## config.mk

```make
export PLATFORM = sky130hd
export DESIGN_NAME = iir_sos_cascade_axis
export DESIGN_NICKNAME = d
export VERILOG_FILES = /design/src/rtl/iir_sos_cascade_axis.sv
export SDC_FILE = /design/constraint.sdc
export NUM_CORES = 2
export LEC_CHECK = 0
export ABC_CLOCK_PERIOD_IN_PS = 30400
export BUFFER_PORTS_ARGS = -buffer_cell sky130_fd_sc_hd__clkbuf_2
export CORE_ASPECT_RATIO = 0.7
export CORE_UTILIZATION = 55
export DETAILED_ROUTE_END_ITERATION = 8
export PLACE_DENSITY = 0.71
export SLEW_MARGIN = 30
export SYNTH_ARGS = -nofsm -noshare
export SYNTH_HDL_FRONTEND = slang
export SYNTH_SLANG_ARGS = --single-unit
```

## constraint.sdc

```tcl
create_clock -name clk -period 30.4 [get_ports clk]
set_clock_uncertainty 0.2 [all_clocks]
set_input_delay 1.52 -clock clk [delete_from_list [all_inputs] [get_ports clk]]
set_output_delay 1.52 -clock clk [all_outputs]
set_load 0.02 [all_outputs]
```

## src/rtl/iir_sos_cascade_axis.sv

```systemverilog
// Cascade of NUM_SOS direct-form-I biquads sharing one multiplier, AXI4-Stream in/out.
// Optional macro IIR_SAT_EN: saturate section outputs instead of two's-complement wrap.
module iir_sos_cascade_axis #(
  parameter int NUM_SOS = 4,
  parameter int INOUT_W = 16,
  parameter int COEFF_W = 25,
  parameter int SCALE   = 23,
  parameter int ADDR_W  = $clog2(NUM_SOS*5)
) (
  input  logic               clk,
  input  logic               rst,
  input  logic [INOUT_W-1:0] s_axis_tdata,
  input  logic               s_axis_tvalid,
  output logic               s_axis_tready,
  output logic [INOUT_W-1:0] m_axis_tdata,
  output logic               m_axis_tvalid,
  input  logic               m_axis_tready,
  input  logic               coef_wr_en,
  input  logic [ADDR_W-1:0]  coef_wr_addr,
  input  logic [COEFF_W-1:0] coef_wr_data,
  input  logic               clear_state,
  output logic               busy
);

  localparam int NCOEF  = NUM_SOS*5;
  localparam int PROD_W = INOUT_W + COEFF_W;
  localparam int ACC_W  = PROD_W + 3;
  localparam int SEC_W  = (NUM_SOS > 1) ? $clog2(NUM_SOS) : 1;
  localparam logic [ADDR_W-1:0]         NCOEF_A  = ADDR_W'(NCOEF);
  localparam logic signed [COEFF_W-1:0] COEF_ONE = COEFF_W'(64'd1 << SCALE);

  // Valid/ready: a beat moves on any edge where valid && ready are both high;
  // the source holds data stable until then and the sink may drop ready freely.
  typedef enum logic [1:0] {IDLE, MAC, UPD, OUT} state_t;

  state_t                      state_q, state_d;
  logic [SEC_W-1:0]            sec_q, sec_d;
  logic [2:0]                  k_q, k_d;
  logic signed [ACC_W-1:0]     acc_q, acc_d;
  logic signed [INOUT_W-1:0]   x_q, x_d;
  logic signed [INOUT_W-1:0]   tdata_q, tdata_d;

  logic signed [COEFF_W-1:0]   coef_q [NCOEF];
  logic signed [INOUT_W-1:0]   x1_q [NUM_SOS];
  logic signed [INOUT_W-1:0]   x2_q [NUM_SOS];
  logic signed [INOUT_W-1:0]   y1_q [NUM_SOS];
  logic signed [INOUT_W-1:0]   y2_q [NUM_SOS];

  logic                        coef_we, hist_clr, hist_upd;
  logic [ADDR_W-1:0]           coef_idx;
  logic signed [INOUT_W-1:0]   op;
  logic signed [PROD_W-1:0]    prod;
  logic signed [ACC_W-1:0]     prod_ext, acc_base;
  logic signed [INOUT_W-1:0]   y_sec;

  assign coef_we  = coef_wr_en && (state_q == IDLE) && (coef_wr_addr < NCOEF_A);
  assign coef_idx = ADDR_W'(sec_q) * ADDR_W'(5) + ADDR_W'(k_q);

  // k walks b0*x, b1*x1, b2*x2, a1*y1, a2*y2; the feedback terms are subtracted.
  always_comb begin
    op = x_q;
    case (k_q)
      3'd1:    op = x1_q[sec_q];
      3'd2:    op = x2_q[sec_q];
      3'd3:    op = y1_q[sec_q];
      3'd4:    op = y2_q[sec_q];
      default: op = x_q;
    endcase
  end

  assign prod     = PROD_W'(op) * PROD_W'(coef_q[coef_idx]);
  assign prod_ext = ACC_W'(prod);
  assign acc_base = (k_q == 3'd0) ? '0 : acc_q;

`ifdef IIR_SAT_EN
  logic signed [ACC_W-1:0] y_full;
  assign y_full = acc_q >>> SCALE;
  always_comb begin
    y_sec = y_full[INOUT_W-1:0];
    if (y_full[ACC_W-1:INOUT_W-1] != {(ACC_W-INOUT_W+1){y_full[ACC_W-1]}})
      y_sec = {y_full[ACC_W-1], {(INOUT_W-1){~y_full[ACC_W-1]}}};
  end
`else
  assign y_sec = INOUT_W'(acc_q >>> SCALE);
`endif

  always_comb begin
    state_d       = state_q;
    sec_d         = sec_q;
    k_d           = k_q;
    acc_d         = acc_q;
    x_d           = x_q;
    tdata_d       = tdata_q;
    hist_clr      = 1'b0;
    hist_upd      = 1'b0;
    s_axis_tready = 1'b0;
    m_axis_tvalid = 1'b0;
    case (state_q)
      IDLE: begin
        s_axis_tready = !clear_state;
        if (clear_state) begin
          hist_clr = 1'b1;
        end else if (s_axis_tvalid) begin
          x_d     = $signed(s_axis_tdata);
          sec_d   = '0;
          k_d     = '0;
          state_d = MAC;
        end
      end
      MAC: begin
        acc_d = (k_q >= 3'd3) ? acc_base - prod_ext : acc_base + prod_ext;
        if (k_q == 3'd4) begin
          k_d     = '0;
          state_d = UPD;
        end else begin
          k_d = k_q + 3'd1;
        end
      end
      UPD: begin
        hist_upd = 1'b1;
        x_d      = y_sec;
        if (sec_q == SEC_W'(NUM_SOS-1)) begin
          tdata_d = y_sec;
          state_d = OUT;
        end else begin
          sec_d   = sec_q + SEC_W'(1);
          state_d = MAC;
        end
      end
      OUT: begin
        m_axis_tvalid = 1'b1;
        if (m_axis_tready) state_d = IDLE;
      end
      default: state_d = IDLE;
    endcase
  end

  always_ff @(posedge clk or posedge rst) begin
    if (rst) begin
      state_q <= IDLE;
      sec_q   <= '0;
      k_q     <= '0;
      acc_q   <= '0;
      x_q     <= '0;
      tdata_q <= '0;
      for (int i = 0; i < NCOEF; i++) coef_q[i] <= (i % 5 == 0) ? COEF_ONE : '0;
      for (int s = 0; s < NUM_SOS; s++) begin
        x1_q[s] <= '0;
        x2_q[s] <= '0;
        y1_q[s] <= '0;
        y2_q[s] <= '0;
      end
    end else begin
      state_q <= state_d;
      sec_q   <= sec_d;
      k_q     <= k_d;
      acc_q   <= acc_d;
      x_q     <= x_d;
      tdata_q <= tdata_d;
      if (coef_we) coef_q[coef_wr_addr] <= $signed(coef_wr_data);
      if (hist_clr) begin
        for (int s = 0; s < NUM_SOS; s++) begin
          x1_q[s] <= '0;
          x2_q[s] <= '0;
          y1_q[s] <= '0;
          y2_q[s] <= '0;
        end
      end else if (hist_upd) begin
        x2_q[sec_q] <= x1_q[sec_q];
        x1_q[sec_q] <= x_q;
        y2_q[sec_q] <= y1_q[sec_q];
        y1_q[sec_q] <= y_sec;
      end
    end
  end

  assign m_axis_tdata = tdata_q;
  assign busy         = (state_q != IDLE);

endmodule

```

# Word-level counts from Yosys, hierarchy flattened

Cells that the tools add are included.

$add $sub $neg: 5
Equality and inequality tests: 13
Muxes and demuxes: 57
Magnitude comparators: 7
Bitwise logic cells: 3
$mul: 2
Reduce and logical (&&, ||, !) cells: 16

Operators with widths:

| kind                                           | count |
|---|---|
| 64-bit 2-to-1 mux                              | 8 |
| 500-bit bitwise mux                            | 1 |
| 64-bit bitwise mux                             | 4 |
| 16-bit 2-to-1 mux                              | 11 |
| 16-bit binary-select mux with 2-bit select     | 4 |
| 25-bit binary-select mux with 5-bit select     | 1 |
| 25-bit demux with 5-bit select                 | 1 |
| 44-bit 2-to-1 mux                              | 2 |
| 25-bit 2-to-1 mux                              | 3 |
| 16-bit one-hot mux with 4 select lines         | 1 |
| 44-bit by 41-bit adder with 44-bit output      | 1 |
| 44-bit by 41-bit subtractor with 44-bit output | 1 |
| 16-bit by 25-bit multiplier with 41-bit output | 1 |
| 16-bit demux with 2-bit select                 | 1 |
| 16-bit one-hot mux with 2 select lines         | 1 |
| 2-bit 2-to-1 mux                               | 8 |
| 6-bit >= comparator (second input constant)    | 2 |
| 5-bit inverter with 6-bit output               | 2 |
| 2-bit != test (second input constant)          | 5 |
| 3-bit 2-to-1 mux                               | 3 |
| 2-bit one-hot mux with 4 select lines          | 1 |
| 4-bit AND reduction                            | 2 |
| 2-bit nonzero test                             | 4 |
| 2-bit equality test (second input constant)    | 3 |
| other kinds (23)                               | 32 |

Input port bits: 52
Word-level logic and storage cells: 145
Flip-flop bits (word level): 839
Output and inout port bits: 19

# Depth between registers and ports, before layout

Depth in word-level cells: 9
Gate-level depth with buffers: 51

# Worst setup path before layout

No wires, ideal clock.

Path kind: register -> register
Start: reg sec_q[1]
End: reg acc_q[38]
Period minus slack after synthesis: 12130 ps
Library setup time: 77 ps
Stages on the path, launching flop included: 47
Arrival: 11854 ps
Path slack: 18270 ps
Path buffers: 5
Data required time: 30123 ps
Cells stage by stage: dfrtp_1 > ha_1 > ha_1 > fa_1 > xor2_1 > clkbuf_1 > buf_2 > clkbuf_1 > mux2_2 > a21oi_1 > o22a_1 > clkbuf_1 > nor2_1 > fa_1 > inv_1 > fa_1 > fa_1 > fa_1 > (+11 left out) > a211oi_1 > nand3_1 > or3_1 > buf_2 > o21ai_0 > xnor2_1 > ha_1 > nand2_1 > o21ai_0 > a211oi_1 > nor2_1 > nor3_1 > a211oi_1 > or3_1 > o211ai_1 > xnor2_1 > xnor3_1 > o21ai_1

Longest elaborated chain between the ends: 9
Elaborated cells between the ends (all ways): 24
Classes of those cells: add/sub: 3; mul: 2; mux: 17; bitwise: 2

RTL lines:

| item                                                                                                               | RTL line | text |
|---|---|---|
| start: declaration                                                                                                 | 37       | `logic [SEC_W-1:0] sec_q, sec_d;` |
| start signal: assignment                                                                                           | 141      | `sec_q <= '0;` |
| start signal: assignment                                                                                           | 155      | `sec_q <= sec_d;` |
| 2-bit by 3-bit multiplier with 5-bit output                                                                        | 57       | `assign coef_idx = ADDR_W'(sec_q) * ADDR_W'(5) + ADDR_W'(k_q);` |
| 5-bit by 3-bit adder with 5-bit output                                                                             | 57       |  |
| 5-bit inverter with 6-bit output (implied by the code)                                                             | 71       | `assign prod = PROD_W'(op) * PROD_W'(coef_q[coef_idx]);` |
| 25-bit binary-select mux with 5-bit select                                                                         | 71       |  |
| 25-bit 2-to-1 mux (implied by the code) (2 in a row)                                                               | 71       |  |
| 16-bit by 25-bit multiplier with 41-bit output (*)                                                                 | 71       |  |
| 44-bit by 41-bit adder with 44-bit output / 44-bit by 41-bit subtractor with 44-bit output (equally long branches) | 111      | `acc_d = (k_q >= 3'd3) ? acc_base - prod_ext : acc_base + prod_ext;` |
| 44-bit 2-to-1 mux (*)                                                                                              | 111      |  |
| end signal: assignment                                                                                             | 143      | `acc_q <= '0;` |
| end signal: assignment                                                                                             | 157      | `acc_q <= acc_d;` |
| end: declaration                                                                                                   | 39       | `logic signed [ACC_W-1:0] acc_q, acc_d;` |

Mark *: on every way between the ends. The rest lies on a longest branch, timed or not. The select of a mux whose other input is x is not followed.
A chain may end at the register's enable or synchronous reset.

# Worst setup path after layout

Start: reg sec_q[0]
End: reg acc_q[38]

Same word-level chain as after synthesis.

==> impl_metrics.py <==
metrics = {
    "run_status": {
        "status": "finished, final reports clean",
    },
    "layout": {
        "diodes": 0,
        "final_common_cell": "dfrtp_1",
        "fill_cells": 7785,
        "final_cell_mix": "dfrtp_1 (828), mux2_2 (518), inv_1 (500)",
        "multi_input_area_um2": 30740,
        "stdcell_count": 6061,
        "postLayoutCoreUtil_pct": 60.60,
        "drive_gt1_share_pct": 23.26,
        "seq_area_um2": 20880,
        "nNetsFinal": 5248,
        "layout-area-overhead-vs-synth_pct": 9.214,
    },
    "logic_synthesis": {
        "syn_area_per_cell_um2": 11.48,
        "synth_area_um2": 54390,
        "ys_seq_area_share_pct": 38.38,
        "synth_edf_count": 0,
        "ys_seq_elements": 834,
        "ys.flop_type": "dfrtp_1",
        "ys_types": 96,
        "synth_fp_nets": 5318,
        "synth_cells": 4739,
        "async_flop_share_pct": 100.0,
        "ys_warn_count": 0,
    },
    "route": {
        "drc": 0,
        "num_vias": 37260,
        "avgRoutedWirePerCell_um": 23.76,
        "wl_mm": 144.0,
        "dr.pass1.iters": 8,
        "vias_per_cell": 6.147,
        "drtAntennaViolNets": 0,
        "drt_iter0_drc": 3819,
    },
    "setup_path": {
        "cp.required_ps": 30780,
        "cpPeakStageDelay_ps": 770,
        "cp_common_cell": "fa_1",
        "cp-start-kind": "register",
        "end_kind": "register",
        "cp_max_fo": 45,
        "crit_buf_inv": 6,
        "path_class": "register to register",
        "cpLargestDelayFamily": "adder cells",
        "cpMaxStageDelayCell": "buf_4",
        "critPathArrivalTime_ps": 14320,
    },
    "clock_tree": {
        "post_cts_resize_count": 0,
        "clockBufferDepth": 3,
        "cts_buffers": 85,
        "insertion_delay_ps": 660,
        "cts.reportedPaths.clkPinSlew_ps": 60,
        "cts_root_buffer": "clkbuf_16",
        "postCtsHoldBufs": 0,
        "cts_sinks": 834,
        "cts_tree": "yes",
        "post_cts_buffers": 0,
        "htree_levels": 3,
    },
    "global_routing": {
        "grt_pass1_vias": 38560,
        "grt_use_total_pct": 29.76,
        "antenna_found_initial": 4,
        "grt.overflow.total": 0,
        "grt_pass1_wl_mm": 230.0,
        "grt_max_degree": 154,
    },
    "sta": {
        "fin_crit_sh_pct": 45.85,
        "worst_slew_pin_slew_ps": 1014,
        "fmax_mhz": 71.74,
        "setup_viol": 0,
        "rsz0062_at_grt": "no",
        "slew_viol_final": 0,
        "hold_viol_final": 0,
        "fin_setup_tns_ps": 0,
        "relSlewSlack_pct": 32.39,
        "final.setup.worst_slack_ps": 16460,
        "period_needed_ps": 13940,
    },
    "hold_path": {
        "min_path_type": "register to register",
    },
    "placement": {
        "place.gp.congestion": 0.9624,
        "dpl.cell_count": 5902,
        "place_worst_setup_slack_ps": 16570,
        "dpl.hpwl_mm": 98.35,
        "io_buffers": 70,
    },
    "floorplanning": {
        "start_util_pct": 55.49,
        "die_h_um": 265.1,
        "ios": 71,
        "dieArea_um2": 100200,
        "die_w_um": 377.9,
        "num_rows": 96,
        "core_area_um2": 98010,
    },
    "flow_run": {
        "maxCapViolations": 0,
    },
}
==> worst paths after layout <==
check / to / startpoint / cells after the start / slack [ps]
worst max-delay path: acc_q[38]$_DFFE_PP0P_ / sec_q[0]$_DFFE_PP0P_ / 41 / 16460
worst min-delay path: acc_q[12]$_DFFE_PP0P_ / acc_q[12]$_DFFE_PP0P_ / 2 / 270
worst max register to register: acc_q[38]$_DFFE_PP0P_ / sec_q[0]$_DFFE_PP0P_ / 41 / 16460
worst min register to register: acc_q[12]$_DFFE_PP0P_ / acc_q[12]$_DFFE_PP0P_ / 2 / 270
max in group asynchronous: coef_q[8]$_DFFE_PP0P_ / rst / 6 / 26060
min in group asynchronous: coef_q[488]$_DFFE_PP0P_ / rst / 2 / 760
==> sequential cells by signal, indices dropped and copies added, names as in the netlist <==
name	cells
x_q	16
x2_q	64
y1_q	64
coef_q	500
k_q	3
m_axis_tdata	16
acc_q	39
sec_q	2
y2_q	64
x1_q	64
state_q	2
==> worst reg2reg max path, delay by kind of cell (launching register included) <==
family          cells  cell delay [ps]
buf+inv             6             1620
fa+ha+maj           9             4340
mux                 2              880
flops               1              710
compound gates     13             3700
xor+xnor            4             1040
simple gates        7             1380
==> Yosys cell counts, types with 5 or more instances <==
cell	instances	area [µm²]
a211oi_1	16	120.1
a21o_1	23	172.7
a21oi_1	167	835.8
a22o_1	204	1787
a22oi_1	29	217.7
a31oi_1	16	100.1
and2_1	83	519.3
and3_1	12	75.07
buf_1	32	120.1
buf_2	39	195.2
clkbuf_1	237	889.6
dfrtp_1	830	20770
fa_1	376	7527
ha_1	151	1889
inv_1	501	1881
mux2_2	518	5833
mux2i_1	36	360.4
mux4_2	194	4369
nand2_1	497	1866
nand2b_1	21	131.4
nand3_1	22	110.1
nand4_1	6	37.54
nor2_1	240	900.9
nor2b_1	52	325.3
nor3_1	27	135.1
nor4_1	9	56.30
o211ai_1	13	97.59
o21a_1	14	105.1
o21ai_0	110	550.5
o21ai_1	5	25.02
o21ai_2	5	43.79
o22a_1	11	96.34
o22ai_1	10	62.56
o31a_1	5	43.79
o31ai_1	16	120.1
or3_1	14	87.58
xnor2_1	68	595.6
xor2_1	31	271.5
==> cell families after synthesis <==
kind of cell               count (synthesis)  share of synthesized area [%]
xor gates and xnor gates                 100                          1.636
buffers and inverters                    814                          5.749
adders and majority gates                527                          17.31
DFF                                      834                          38.38
and+or+nand+nor                         1011                          8.273
AOI/OAI and AO/OA                        705                          9.225
muxes                                    748                          19.42
==> layout make-up <==
type / instances / share of cell area (%)
clock inverters: 36 / 0.8721
well taps: 1323 / 2.787
flip-flops and latches: 834 / 35.16
clock buffers: 120 / 4.211
multi-input cells: 3091 / 51.75
repair buffers: 155 / 2.039
inverters: 502 / 3.185
==> per-layer routing <==
metal | global-route usage [%] | wire length, µm | vias to the layer above
met5 | 0 | 27 | -
met4 | 6.620 | 3129 | 4
met3 | 5.748 | 12820 | 220
met2 | 43.71 | 63490 | 1537
met1 | 45.91 | 64560 | 19460
li1 | - | - | 16040
==> through the flow <==
| stage | hold slack [ps] | instance area, µm² |
|---|---|---|
| 6_report | 268.9 | 59400 |
| 5_1_grt | 288.5 | 59400 |
| 4_1_cts | 272.4 | 59270 |
| 3_5_place_dp | 256.6 | 56260 |
| 3_3_place_gp | 245.7 | 56040 |
| 2_1_floorplan | 230.4 | 54390 |
Power is not shown: default switching activity piles up to over one toggle a cycle in this logic, so the estimate is an artifact.
